`config.mk`:
```
export PLATFORM = sky130hd
export DESIGN_NAME = tpiu_frame_decode_flat
export DESIGN_NICKNAME = d
export VERILOG_FILES = /design/src/rtl/tpiu_frame_decode_if.sv /design/src/rtl/tpiu_frame_decode.sv /design/src/flat_wrapper.sv
export SDC_FILE = /design/constraint.sdc
export NUM_CORES = 1
export LEC_CHECK = 0
export CORE_MARGIN = 5
export CORE_UTILIZATION = 45
export CTS_CLUSTER_DIAMETER = 60
export DETAILED_ROUTE_END_ITERATION = 12
export SYNTH_ARGS = -nofsm -noshare
export SYNTH_HDL_FRONTEND = slang
export SYNTH_SLANG_ARGS = --single-unit
```
`constraint.sdc`:
```
create_clock -name clk -period 24.2 [get_ports clk]
set_input_delay 2.42 -clock clk [delete_from_list [all_inputs] [get_ports clk]]
set_output_delay 2.42 -clock clk [all_outputs]
set_load 0.005 [all_outputs]
```
`src/rtl/tpiu_frame_decode_if.sv`:
```
// ---------------------------------------------------------------------------
// tpiu_frame_decode_if
//    Bundles the frame-input strobes and the decoded byte-stream handshake
//    of tpiu_frame_decode.
//
//    master : the environment (trace-pin stage upstream + byte consumer)
//    slave  : the decoder
//
//    WdAvail/PacketWd      one 16-bit frame word per strobe
//    PacketReset           discard the partially filled frame
//    PacketCommit          frame complete
//    ByteValid/ByteReady   decoded byte handshake
//    ByteOut/StreamId      decoded byte and the stream ID in force for it
//    FrameDrop/DropCount   dropped-frame pulse and saturating count
// ---------------------------------------------------------------------------
interface tpiu_frame_decode_if;
   logic        WdAvail;
   logic [15:0] PacketWd;
   logic        PacketReset;
   logic        PacketCommit;
   logic        ByteValid;
   logic [7:0]  ByteOut;
   logic [6:0]  StreamId;
   logic        ByteReady;
   logic        FrameDrop;
   logic [7:0]  DropCount;

   modport master (
      output WdAvail, PacketWd, PacketReset, PacketCommit, ByteReady,
      input  ByteValid, ByteOut, StreamId, FrameDrop, DropCount
   );

   modport slave (
      input  WdAvail, PacketWd, PacketReset, PacketCommit, ByteReady,
      output ByteValid, ByteOut, StreamId, FrameDrop, DropCount
   );
endinterface

```
`src/rtl/tpiu_frame_decode.sv`:
```
// ---------------------------------------------------------------------------
// tpiu_frame_decode
//    Unpacks 16-byte TPIU formatter frames into (stream ID, data byte) pairs,
//    one byte per cycle over a valid/ready handshake. Incoming words are
//    collected in a staging register and copied into one of two ping-pong
//    frame buffers on a good commit; a commit with the wrong word count or
//    with no free buffer is dropped and counted.
//
//    Parameter DROP_NULL : 1 = bytes of stream 0x00 are consumed silently.
//    clk   : system clock, rising edge
//    rst   : asynchronous reset, active low
//    bus   : tpiu_frame_decode_if.slave (word input, byte output, drop stats)
// ---------------------------------------------------------------------------
module tpiu_frame_decode #(
   parameter bit DROP_NULL = 1'b1
) (
   input  logic                 clk,
   input  logic                 rst,
   tpiu_frame_decode_if.slave   bus
);

   typedef enum logic [1:0] {IDLE, SLOT, DONE} state_t;

   state_t       state_q;
   logic [15:0]  stage_q [8];
   logic [127:0] frame_q [2];
   logic [1:0]   full_q, full_d;
   logic         fillSel_q, drainSel_q;
   logic [3:0]   wrCnt_q;
   logic         frameDrop_q;
   logic [7:0]   dropCount_q;
   logic [3:0]   slot_q;
   logic [6:0]   curId_q, pendId_q;
   logic         pendValid_q;
   logic         byteValid_q;
   logic [7:0]   byteOut_q;
   logic [6:0]   streamId_q;

   logic         wordWr, bufRelease, fillFree, commitOk, commitBad;
   logic [127:0] drainFrame;
   logic [7:0]   auxByte, curByte, nxtByte, nxtData;
   logic         curAux, curIsId, nxtAux, nxtIsId, nxtShow, advance;
   logic [3:0]   nxtIdx;
   logic [6:0]   idAfter;
   logic         pendSet, pendClr;

   // Fill-side decisions. PacketReset outranks everything; a commit swallows
   // a coincident word strobe. The buffer being released in DONE this cycle
   // counts as free so a back-to-back commit can take it.
   assign wordWr     = bus.WdAvail && !bus.PacketReset && !bus.PacketCommit &&
                       (wrCnt_q < 4'd8);
   assign bufRelease = (state_q == DONE);
   assign fillFree   = !full_q[fillSel_q] || (bufRelease && (drainSel_q == fillSel_q));
   assign commitOk   = bus.PacketCommit && !bus.PacketReset && (wrCnt_q == 4'd8) && fillFree;
   assign commitBad  = bus.PacketCommit && !bus.PacketReset && !commitOk;

   // Buffer occupancy: release from DONE, set on an accepted commit.
   always_comb begin
      full_d = full_q;
      if (bufRelease) full_d[drainSel_q] = 1'b0;
      if (commitOk)   full_d[fillSel_q]  = 1'b1;
   end

   // Data storage needs no reset; occupancy flags decide what is meaningful.
   always_ff @(posedge clk) begin
      if (wordWr)   stage_q[wrCnt_q[2:0]] <= bus.PacketWd;
      if (commitOk) frame_q[fillSel_q] <= {stage_q[7], stage_q[6], stage_q[5], stage_q[4],
                                           stage_q[3], stage_q[2], stage_q[1], stage_q[0]};
   end

   // Fill-side control: word counter, ping-pong fill pointer, drop statistics.
   always_ff @(posedge clk or negedge rst) begin
      if (!rst) begin
         wrCnt_q     <= 4'd0;
         full_q      <= 2'b00;
         fillSel_q   <= 1'b0;
         frameDrop_q <= 1'b0;
         dropCount_q <= 8'd0;
      end else begin
         full_q      <= full_d;
         frameDrop_q <= commitBad;
         if (bus.PacketReset || bus.PacketCommit) wrCnt_q <= 4'd0;
         else if (wordWr)                          wrCnt_q <= wrCnt_q + 4'd1;
         if (commitOk) fillSel_q <= ~fillSel_q;
         if (commitBad && (dropCount_q != 8'hFF)) dropCount_q <= dropCount_q + 8'd1;
      end
   end

   // Decode of the slot currently held (slot_q). Aux bit for byte s lives in
   // byte15[s>>1], which also gives byte15[7] for byte 14. idAfter is the ID
   // in force once the current slot completes: an immediate ID change takes
   // effect now, a delayed one (aux=1, or any change in slot 14) is parked in
   // the pending register, and a pending ID lands once the following data
   // slot has been handshaken.
   always_comb begin
      drainFrame = frame_q[drainSel_q];
      auxByte    = drainFrame[127:120];
      curByte    = drainFrame[{slot_q, 3'b000} +: 8];
      curAux     = auxByte[slot_q[3:1]];
      curIsId    = !slot_q[0] && curByte[0];
      idAfter    = curId_q;
      pendSet    = 1'b0;
      pendClr    = 1'b0;
      if (state_q == SLOT) begin
         if (curIsId) begin
            if (!curAux && (slot_q != 4'd14)) idAfter = curByte[7:1];
            else                              pendSet = 1'b1;
         end else if (pendValid_q) begin
            idAfter = pendId_q;
            pendClr = 1'b1;
         end
      end
   end

   // Look-ahead decode of the slot about to be entered, so the registered
   // outputs present it on the very edge the FSM moves into it. Even bytes
   // with bit0 clear carry their true LSB in the aux bit.
   always_comb begin
      nxtIdx  = (state_q == IDLE) ? 4'd0 : slot_q + 4'd1;
      nxtByte = drainFrame[{nxtIdx, 3'b000} +: 8];
      nxtAux  = auxByte[nxtIdx[3:1]];
      nxtIsId = !nxtIdx[0] && nxtByte[0];
      nxtData = nxtIdx[0] ? nxtByte : {nxtByte[7:1], nxtAux};
      nxtShow = !nxtIsId && !(DROP_NULL && (idAfter == 7'd0));
      advance = !(byteValid_q && !bus.ByteReady);
   end

   // Decoder FSM. Every slot, shown or not, occupies one cycle; a shown byte
   // holds its slot until accepted. DONE hands the buffer back, flips the
   // drain pointer and applies an ID change parked by slot 14.
   always_ff @(posedge clk or negedge rst) begin
      if (!rst) begin
         state_q     <= IDLE;
         slot_q      <= 4'd0;
         drainSel_q  <= 1'b0;
         curId_q     <= 7'd0;
         pendId_q    <= 7'd0;
         pendValid_q <= 1'b0;
         byteValid_q <= 1'b0;
         byteOut_q   <= 8'd0;
         streamId_q  <= 7'd0;
      end else begin
         case (state_q)
            IDLE: begin
               if (full_q[drainSel_q]) begin
                  state_q     <= SLOT;
                  slot_q      <= 4'd0;
                  byteValid_q <= nxtShow;
                  byteOut_q   <= nxtData;
                  streamId_q  <= idAfter;
               end
            end
            SLOT: begin
               if (advance) begin
                  curId_q    <= idAfter;
                  streamId_q <= idAfter;
                  if (pendSet) begin
                     pendId_q    <= curByte[7:1];
                     pendValid_q <= 1'b1;
                  end else if (pendClr) begin
                     pendValid_q <= 1'b0;
                  end
                  if (slot_q == 4'd14) begin
                     state_q     <= DONE;
                     byteValid_q <= 1'b0;
                  end else begin
                     slot_q      <= nxtIdx;
                     byteValid_q <= nxtShow;
                     byteOut_q   <= nxtData;
                  end
               end
            end
            DONE: begin
               drainSel_q <= ~drainSel_q;
               if (pendValid_q) begin
                  curId_q     <= pendId_q;
                  streamId_q  <= pendId_q;
                  pendValid_q <= 1'b0;
               end
               state_q <= IDLE;
            end
            default: state_q <= IDLE;
         endcase
      end
   end

   assign bus.ByteValid = byteValid_q;
   assign bus.ByteOut   = byteOut_q;
   assign bus.StreamId  = streamId_q;
   assign bus.FrameDrop = frameDrop_q;
   assign bus.DropCount = dropCount_q;

endmodule
```
`src/flat_wrapper.sv`:
```
// flat-port wrapper written by rule: the top's interface ports become plain ports
module tpiu_frame_decode_flat 
#(
   parameter bit DROP_NULL = 1'b1
)
  (clk, rst, bus_WdAvail, bus_PacketWd, bus_PacketReset, bus_PacketCommit, bus_ByteReady, bus_ByteValid, bus_ByteOut, bus_StreamId, bus_FrameDrop, bus_DropCount);
  tpiu_frame_decode_if bus_i ();
  input  logic clk;
  input  logic rst;
  input wire logic [$bits(bus_i.WdAvail)-1:0] bus_WdAvail;
  input wire logic [$bits(bus_i.PacketWd)-1:0] bus_PacketWd;
  input wire logic [$bits(bus_i.PacketReset)-1:0] bus_PacketReset;
  input wire logic [$bits(bus_i.PacketCommit)-1:0] bus_PacketCommit;
  input wire logic [$bits(bus_i.ByteReady)-1:0] bus_ByteReady;
  output wire logic [$bits(bus_i.ByteValid)-1:0] bus_ByteValid;
  output wire logic [$bits(bus_i.ByteOut)-1:0] bus_ByteOut;
  output wire logic [$bits(bus_i.StreamId)-1:0] bus_StreamId;
  output wire logic [$bits(bus_i.FrameDrop)-1:0] bus_FrameDrop;
  output wire logic [$bits(bus_i.DropCount)-1:0] bus_DropCount;
  assign bus_i.WdAvail = bus_WdAvail;
  assign bus_i.PacketWd = bus_PacketWd;
  assign bus_i.PacketReset = bus_PacketReset;
  assign bus_i.PacketCommit = bus_PacketCommit;
  assign bus_i.ByteReady = bus_ByteReady;
  assign bus_ByteValid = bus_i.ByteValid;
  assign bus_ByteOut = bus_i.ByteOut;
  assign bus_StreamId = bus_i.StreamId;
  assign bus_FrameDrop = bus_i.FrameDrop;
  assign bus_DropCount = bus_i.DropCount;
  tpiu_frame_decode #(.DROP_NULL(DROP_NULL)) u_core (.clk(clk), .rst(rst), .bus(bus_i));
endmodule
```
==> flow_summary.yaml, run 1 <==
run_status:
  status: "completed"
timing:
  min_period_over_period: 0.226
  drv_slew: 0
  slew_headroom: 0.226
  final-hold-violation-count: 0
  worst_slew_pin_slew_ns: 1.16
  rsz0062_at_grt: "no"
  fin_crit_ns: 5.47
  tns_ns: 0
  skew_ns: 0.0203
  max_freq_mhz: 183
  finalSetupViolations: 0
floorplanning:
  row_count: 74
  design.portCount: 47
  dieArea_um2: 45700
  die_x_um: 214
  die_h_um: 214
  core_um2: 40900
  floorplan.initialDensity: 0.457
clock_tree:
  cts_sinks: 438
  clockBufferDepth: 3
  post_cts_buffers: 0
  clkTransAtPathRegs_ns: 0.06
  clk-insertion-delay-late_ns: 0.59
  numCtsBuffers: 48
  cts-root-buf: "clkbuf_16"
  cts_tree: "yes"
  htree_levels: 2
  ctsResizeCount: 0
  cts_hold_buf: 0
grt:
  grt-ovfl-total: 0
  grt_pass1_vias: 10448
  antenna_found_initial: 0
  grt_max_degree: 129
  grt_usage: 0.189
  grt_pass1_wl_um: 64500
finish:
  mostFrequentLayoutCells: "edfxtp_1 (384), mux4_2 (79), nand2_1 (77)"
  final_nets: 1178
  syn2layout_area_growth_pct: 13.2
  fillCellCount: 3326
  final_common_cell: "edfxtp_1"
  multi_input_area_um2: 5430
  num_antenna_cells: 0
  drive_gt1_frac: 0.210
  seqCellArea_um2: 12900
detailed_routing:
  antenna_left: 0
  drt_iter0_drc: 1061
  wl_met2_um: 20600
  drt-pass1-iter-count: 5
  wl_per_cell_um: 24.6
  m1WireLength_um: 17700
  drt-total-wl_um: 42200
  drc: 0
  met3_length_um: 2740
  routed.top_layer: "met4"
  vias: 10117
  routed_via_density: 5.89
yosys:
  synth_edf_count: 384
  yosysWarnings: 0
  syn_area_per_cell_um2: 17.0
  synth.distinct_cells: 66
  synthesis.area_um2: 18700
  synth_ff_type: "edfxtp_1"
  syn_inst: 1097
  async_flop_share: 0.123
  synth-seq-cells: 438
  synth_fp_nets: 1127
  ys_seq_area_frac: 0.689
worst_setup_path:
  crit_required_ns: 24.40
  reg2reg_slack_ns: 19.93
  reg2reg_depth: 9
  end_kind: "register"
  reg2reg_from: "u_core.drainSel_q"
  worstSetupPathType: "input pin to register"
  critPathLaunchType: "input pin"
  r2r-end: "u_core.bus.ByteValid"
  path_max_fanout: 71
  worstPathArrival_ns: 5.67
power_and_ir_drop:
  p_total_w: 0.00207
  p_per_area_nw_per_um2: 97.6
  p_leak_nw: 6.79
  ir_worst_vdd_uv: 63.9
hold_path:
  hp-class: "register to register"
  hold_end: "u_core.frame_q[1][71]"
  min_delay_path_depth: 0
  hp-start: "u_core.stage_q[4][7]"
placement:
  gp_congestion: 0.796
  portBuffers: 46
  hpwl_um: 25200
flow_run:
  maxCapViolations: 0
-- synthesized netlist by cell type, types with 5 or more instances --
library cell  count  area, um2
mux2i_1          58        581
or2_2             9       56.3
o21ai_0          21        105
o21a_1            9       67.6
nand3_1          18       90.1
buf_2            13       65.1
buf_4             8       60.1
dfrtp_1          54       1350
inv_1            13       48.8
nor3_1           13       65.1
and3_1            6       37.5
a221oi_1          6       52.6
mux2_2           49        552
nor2_1           48        180
mux4_2           79       1780
o211ai_1         15        113
o221ai_1          6       52.6
ha_1              8        100
buf_1             5       18.8
a311oi_1          5       43.8
clkbuf_1         31        116
xor2_1            7       61.3
a211oi_1         14        105
edfxtp_1        384      11500
xnor2_1           6       52.6
nand2_1          77        289
buf_6             7       78.8
a21oi_1          14       70.1
a31oi_1          14       87.6
mux4_1            6        158
nor2b_1           9       56.3
nand2b_1          8       50.1
o22ai_1          22        138
-- sequential cells by signal (all words and copies together) (netlist names), 2 cells and up --
name / cells
u_core.frame_q: 256
u_core.stage_q: 128
u_core.bus.ByteOut: 8
u_core.bus.DropCount: 8
u_core.bus.StreamId: 7
u_core.curId_q: 7
u_core.pendId_q: 7
u_core.slot_q: 4
u_core.wrCnt_q: 4
u_core.full_q: 2
u_core.state_q: 2
-- critical path, stage by stage --
cell             delay, ns
clkdlybuf4s50_1       0.47
nand2b_1              0.22
nor4_1                0.73
and2_4                0.81
buf_4                 0.88
-- worst max-delay path by stage --
stage | start | end | depth (start not counted)
global route | bus_PacketReset | u_core.frame_q[1][56] | 5
finish | bus_PacketReset | u_core.frame_q[1][56] | 5
detailed placement | bus_PacketReset | u_core.frame_q[1][24] | 5
global placement | bus_PacketReset | u_core.frame_q[1][16] | 5
CTS | bus_PacketReset | u_core.frame_q[1][16] | 5
floorplan | bus_PacketReset | u_core.frame_q[0][0] | 4
-- area by class of cell --
class / count / area share
sequential: 438 / 0.609
multi-input combinational: 579 / 0.257
clock buffer: 64 / 0.0616
tap: 532 / 0.0315
timing repair buffer: 67 / 0.0302
clock inverter: 23 / 0.00857
inverter: 14 / 0.00248
-- logic make-up after synthesis --
kind of cell | share of synthesized area
AO/OA/AOI/OAI | 0.0606
XOR/XNOR | 0.00609
adder cells (fa/ha/maj) | 0.00535
buffers and inverters | 0.0231
flip-flops | 0.689
multiplexers | 0.164
AND/OR/NAND/NOR | 0.0515
-- routing by layer --
layer,global-route usage,vias up
li1,-,4533
met1,0.254,5184
met2,0.315,321
met3,0.0361,79
met4,0.0647,0
met5,0,-
-- stage by stage --
| step | area (um2) | util | hold WS, ns | std cells | setup WS, ns |
|---|---|---|---|---|---|
| 6_report | 21200 | 0.517 | 0.436 | 1717 | 18.73 |
| 5_1_grt | 21200 | 0.517 | 0.446 | 1717 | 18.40 |
| 4_1_cts | 21200 | 0.517 | 0.439 | 1717 | 18.68 |
| 3_3_place_gp | 19700 | 0.481 | 0.422 | 1630 | 18.15 |
| 2_1_floorplan | 18700 | - | 0.421 | 1097 | 15.01 |
| 3_5_place_dp | 19700 | 0.481 | 0.429 | 1630 | 18.08 |
-- report_power, final --
part	total [W]	internal [W]	leakage, nW	switching (W)
Sequential	0.000890	0.000851	4.10	0.0000394
Combinational	0.000487	0.000214	1.96	0.000273
Clock	0.000689	0.000392	0.728	0.000297
Total	0.00207	0.00146	6.79	0.000609
Note: power is estimated with default switching activity, not from simulation.
==> inputs of run 2 (changes only) <==
==> constraint.sdc (replaced) <==
create_clock -name clk -period 5.3 [get_ports clk]
set_input_delay 0.53 -clock clk [delete_from_list [all_inputs] [get_ports clk]]
set_output_delay 0.53 -clock clk [all_outputs]
set_load 0.005 [all_outputs]
==> run 2 against run 1 <==
  * Total power rose to 4.7 times the previous value
  * Sequential share of layout area down 0.66 points
  * Final cell count up 0.41%
  * Largest cell class unchanged
  * Clock power rose to 4.9 times the previous value
  * Critical path type is now register to register
  * Register-to-register slack worse by 19 ns
  * Non-clock buffer count up 8
  * Via count about the same
  * Design area up 1.1%
  * Critical endpoint is now u_core.frame_q[1][23]
==> flow_summary.yaml, run 2 (synthesis results as in run 1) <==
worst_setup_path:
  reg2reg_from: "u_core.state_q[0]"
  crit_required_ns: 5.56
  worstSetupPathType: "register to register"
  critPathLaunchType: "register"
  startpoint: "u_core.state_q[0]"
  worstPathArrival_ns: 4.20
  reg2reg_slack_ns: 1.36
  end_kind: "register"
  reg2reg_depth: 8
  path_max_fanout: 49
  r2r-end: "u_core.frame_q[1][23]"
  endpoint: "u_core.frame_q[1][23]"
floorplanning:
  floorplan.initialDensity: 0.457
  core_um2: 40900
  row_count: 74
  die_h_um: 214
  design.portCount: 47
  die_x_um: 214
  dieArea_um2: 45700
detailed_routing:
  wl_met2_um: 20600
  met3_length_um: 3290
  wl_per_cell_um: 24.9
  drc: 0
  vias: 10127
  routed.top_layer: "met4"
  drt-total-wl_um: 42900
  antenna_left: 0
  drt-pass1-iter-count: 5
  m1WireLength_um: 17700
  drt_iter0_drc: 879
  routed_via_density: 5.87
clock_tree:
  cts_hold_buf: 0
  clkTransAtPathRegs_ns: 0.06
  cts-root-buf: "clkbuf_16"
  clockBufferDepth: 3
  cts_tree: "yes"
  post_cts_buffers: 0
  htree_levels: 2
  ctsResizeCount: 0
  clk-insertion-delay-late_ns: 0.58
  numCtsBuffers: 47
  cts_sinks: 438
timing:
  slew_headroom: 0.287
  skew_ns: 0.0167
  tns_ns: 0
  final-hold-violation-count: 0
  finalSetupViolations: 0
  min_period_over_period: 0.743
  max_freq_mhz: 254
  rsz0062_at_grt: "no"
  fin_crit_ns: 3.94
  worst_slew_pin_slew_ns: 1.07
  drv_slew: 0
finish:
  final_common_cell: "edfxtp_1"
  drive_gt1_frac: 0.213
  mostFrequentLayoutCells: "edfxtp_1 (384), mux4_2 (79), nand2_1 (77)"
  top_register: "u_core.frame_q"
  num_antenna_cells: 0
  final_nets: 1185
  syn2layout_area_growth_pct: 14.4
  largest_reg_flops: 256
  fillCellCount: 3358
power_and_ir_drop:
  seqPwrFrac: 0.422
  power_frac_clock: 0.350
  swShare: 0.285
  p_total_w: 0.00972
  combinationalPowerShare: 0.229
  netSwitchingPower_w: 0.00277
  p_leak_nw: 6.88
  p_int_w: 0.00695
  p_per_area_nw_per_um2: 454
  ir_worst_vdd_uv: 266
grt:
  grt_pass1_wl_um: 65500
  grt_usage: 0.191
  grt_pass1_vias: 10625
  grt-ovfl-total: 0
  grt_max_degree: 129
  antenna_found_initial: 0
run_status:
  status: "completed"
placement:
  hpwl_um: 26900
  gp_congestion: 0.824
  portBuffers: 46
flow_run:
  maxCapViolations: 0
hold_path:
  hp-class: "input pin to asynchronous set/reset pin"
run 2: cell types whose count changed in the layout (fill, tap and decap cells not counted), sizes merged:
cell,before,now
inv,18,16
bufinv,1,9
clkinvlp,1,2
buf,22,30
clkbuf,64,56
run 2: per-stage QoR:
| step | util | instances | cell area [um2] | hold WS [ns] | worst slack, ns |
|---|---|---|---|---|---|
| 6_report | 0.523 | 1724 | 21400 | 0.130 | 1.36 |
| 5_1_grt | 0.523 | 1724 | 21400 | 0.181 | 0.959 |
| 4_1_cts | 0.523 | 1724 | 21400 | 0.128 | 1.32 |
| 3_5_place_dp | 0.483 | 1638 | 19800 | 0.429 | 1.34 |
| 3_3_place_gp | 0.483 | 1638 | 19800 | 0.421 | 1.40 |
| 2_1_floorplan | - | 1097 | 18700 | 0.234 | 0.121 |
run 2: layer usage:
| layer | vias up | GRT usage |
|---|---|---|
| met5 | - | 0 |
| met4 | 0 | 0.0660 |
| met3 | 80 | 0.0514 |
| met2 | 322 | 0.311 |
| met1 | 5190 | 0.252 |
| li1 | 4535 | - |
run 2: worst min-delay path by stage:
stage,startpoint,to,slack (ns),cells past startpoint
2_1_floorplan,rst,u_core.bus.ByteOut[0],0.23,0
3_3_place_gp,u_core.stage_q[6][15],u_core.frame_q[0][111],0.42,0
3_5_place_dp,u_core.stage_q[2][14],u_core.frame_q[1][46],0.43,0
4_1_cts,rst,u_core.bus.ByteOut[5],0.13,2
5_1_grt,rst,u_core.bus.StreamId[6],0.18,2
6_report,rst,u_core.state_q[1],0.13,2
run 2: cell type report:
class,count,area (um2),area share
clock buffers,56,1210,0.0566
clock inverters,30,407,0.0190
inverters,14,52.6,0.00246
multi-input cells,579,5440,0.254
flip-flops and latches,438,12900,0.603
well taps,532,666,0.0311
repair buffers,75,723,0.0338
run 2: worst max-delay path, cell delays in order, from the launching register on:
cell and delay [ns]:
dfrtp_1 0.40, inv_1 0.09, ha_1 0.78, inv_1 0.19, o21ai_0 0.23, o21ai_0 0.11, nor4_1 0.62, and2_4 0.79
buf_4 0.35
run 2: power by group through the flow:
stage	Combinational (W)	Clock (W)	Sequential (W)
floorplan	0.00156	0	0.00405
global placement	0.00221	0	0.00417
detailed placement	0.00222	0	0.00417
CTS	0.00223	0.00347	0.00410
global route	0.00241	0.00362	0.00413
finish	0.00222	0.00340	0.00410
==> inputs of run 3 (changes only) <==
==> constraint.sdc (replaced) <==
create_clock -name clk -period 3.2 [get_ports clk]
set_input_delay 0.32 -clock clk [delete_from_list [all_inputs] [get_ports clk]]
set_output_delay 0.32 -clock clk [all_outputs]
set_load 0.005 [all_outputs]
==> run 3 against run 2 <==
  * Clock-buffer cell count down 1
  * Setup slack got worse by 1.2 ns
  * Clock skew rose by 0.0064 ns
  * Non-clock buffer count is 54 higher
  * Critical path depth grew 1
  * Global-route usage increased by 0.85 points
  * First-iteration DRC count up 1.3%
  * Final cell count is 3.1% higher
  * Die area is the same
  * Routed wire length up 4.7%
  * Combinational power up 86%
  * Design area is 2.3% higher
  * Critical path type unchanged
  * Critical endpoint is now u_core.bus.ByteValid
  * Largest cell class unchanged
  * Highest routed layer unchanged
==> flow_summary.yaml, run 3 (synthesis results as in run 1) <==
run_status:
  status: "completed"
power_and_ir_drop:
  p_leak_nw: 7.19
  ir_worst_vdd_uv: 500
  p_total_w: 0.0164
  p_per_area_nw_per_um2: 748
detailed_routing:
  drt-pass1-iter-count: 5
  wl_per_cell_um: 25.3
  drc: 0
  antenna_left: 0
  drt_iter0_drc: 890
  routed_via_density: 5.84
  drt-total-wl_um: 45000
  vias: 10386
placement:
  gp_congestion: 0.835
  dpl.cell_count: 1691
  hpwl_um: 29400
  portBuffers: 46
  place_area_um2: 20300
timing:
  final-hold-violation-count: 0
  min_period_over_period: 0.949
  fin_crit_ns: 3.04
  drv_slew: 0
  worst_slew_pin_slew_ns: 1.05
  hold_ws_ns: 0.413
  finalSetupViolations: 0
  skew_ns: 0.0231
  slew_headroom: 0.300
  rsz0062_at_grt: "no"
  tns_ns: 0
  max_freq_mhz: 329
grt:
  grt_pass1_vias: 10778
  antenna_found_initial: 0
  grt-ovfl-total: 0
  grt_usage: 0.200
  grt_pass1_wl_um: 67400
  grt_max_degree: 88
worst_setup_path:
  worstSetupPathType: "register to register"
  path_max_fanout: 26
  worstPathArrival_ns: 3.48
  end_kind: "register"
  reg2reg_slack_ns: 0.16
  critPathLaunchType: "register"
  crit_required_ns: 3.65
floorplanning:
  core_um2: 40900
  floorplan.initialDensity: 0.457
  die_x_um: 214
  dieArea_um2: 45700
  design.portCount: 47
  row_count: 74
  die_h_um: 214
finish:
  largest_reg_flops: 256
  stdcell_count: 1777
  top_register: "u_core.frame_q"
  mostFrequentLayoutCells: "edfxtp_1 (384), mux4_2 (79), nand2_1 (77)"
  final_common_cell: "edfxtp_1"
  stdcell_area_um2: 21900
  num_antenna_cells: 0
  drive_gt1_frac: 0.258
  fillCellCount: 3327
  final_nets: 1238
  syn2layout_area_growth_pct: 17.0
flow_run:
  maxCapViolations: 0
clock_tree:
  clockBufferDepth: 3
  clkTransAtPathRegs_ns: 0.06
  htree_levels: 2
  clk-insertion-delay-late_ns: 0.59
  cts-root-buf: "clkbuf_16"
  cts_tree: "yes"
  post_cts_buffers: 0
  cts_sinks: 438
  numCtsBuffers: 46
hold_path:
  hp-class: "input pin to register"
==> run 3: cell type report <==
class                   instances  area (um2)  area share
inverters                      14        52.6     0.00240
repair buffers                129        1260      0.0574
multi-input cells             579        5450       0.249
clock inverters                30         382      0.0174
flip-flops and latches        438       12900       0.589
clock buffers                  55        1180      0.0542
well taps                     532         666      0.0304
==> run 3: layer usage <==
metal	global-route usage	vias to the layer above	wire length, um
li1	-	4629	-
met1	0.277	5347	19300
met2	0.319	321	21400
met3	0.0399	89	2840
met4	0.0713	0	1440
met5	0	-	0
==> run 3: report_power, final <==
group | internal (W) | switching [W]
clock network | 0.00331 | 0.00220
logic | 0.00194 | 0.00220
registers | 0.00643 | 0.000283
==> run 3: path summary, 6_finish.rpt <==
check | startpoint | to | cells past startpoint
worst max-delay path | u_core.drainSel_q | u_core.bus.ByteValid | 9
worst min register to register | u_core.stage_q[7][13] | u_core.frame_q[1][125] | 0
max in group asynchronous | rst | u_core.bus.ByteOut[5] | 3
worst min-delay path | bus_PacketReset | u_core.wrCnt_q[0] | 2
worst max register to register | u_core.drainSel_q | u_core.bus.ByteValid | 9
min in group asynchronous | rst | u_core.bus.StreamId[2] | 2
==> run 3: critical path: stages (launching register included) <==
cell	delay (ns)
dfrtp_4	0.55
buf_4	0.46
mux2_2	0.40
mux4_2	0.50
o22ai_1	0.16
mux2_2	0.24
nand3_1	0.10
o211ai_1	0.16
nand4b_1	0.15
a2bb2oi_1	0.17
==> run 3: metrics by stage <==
step | setup WS (ns) | utilization
2_1_floorplan | -0.757 | -
3_3_place_gp | 0.108 | 0.496
3_5_place_dp | 0.116 | 0.496
4_1_cts | 0.0823 | 0.534
5_1_grt | 0.000340 | 0.535
6_report | 0.164 | 0.535
==> run 3: repair_timing <==
item,CTS,global route
hold buffers,1,0
endpoints found under the hold margin,43,0
gates resized for setup,0,4
setup endpoints to repair,0,3
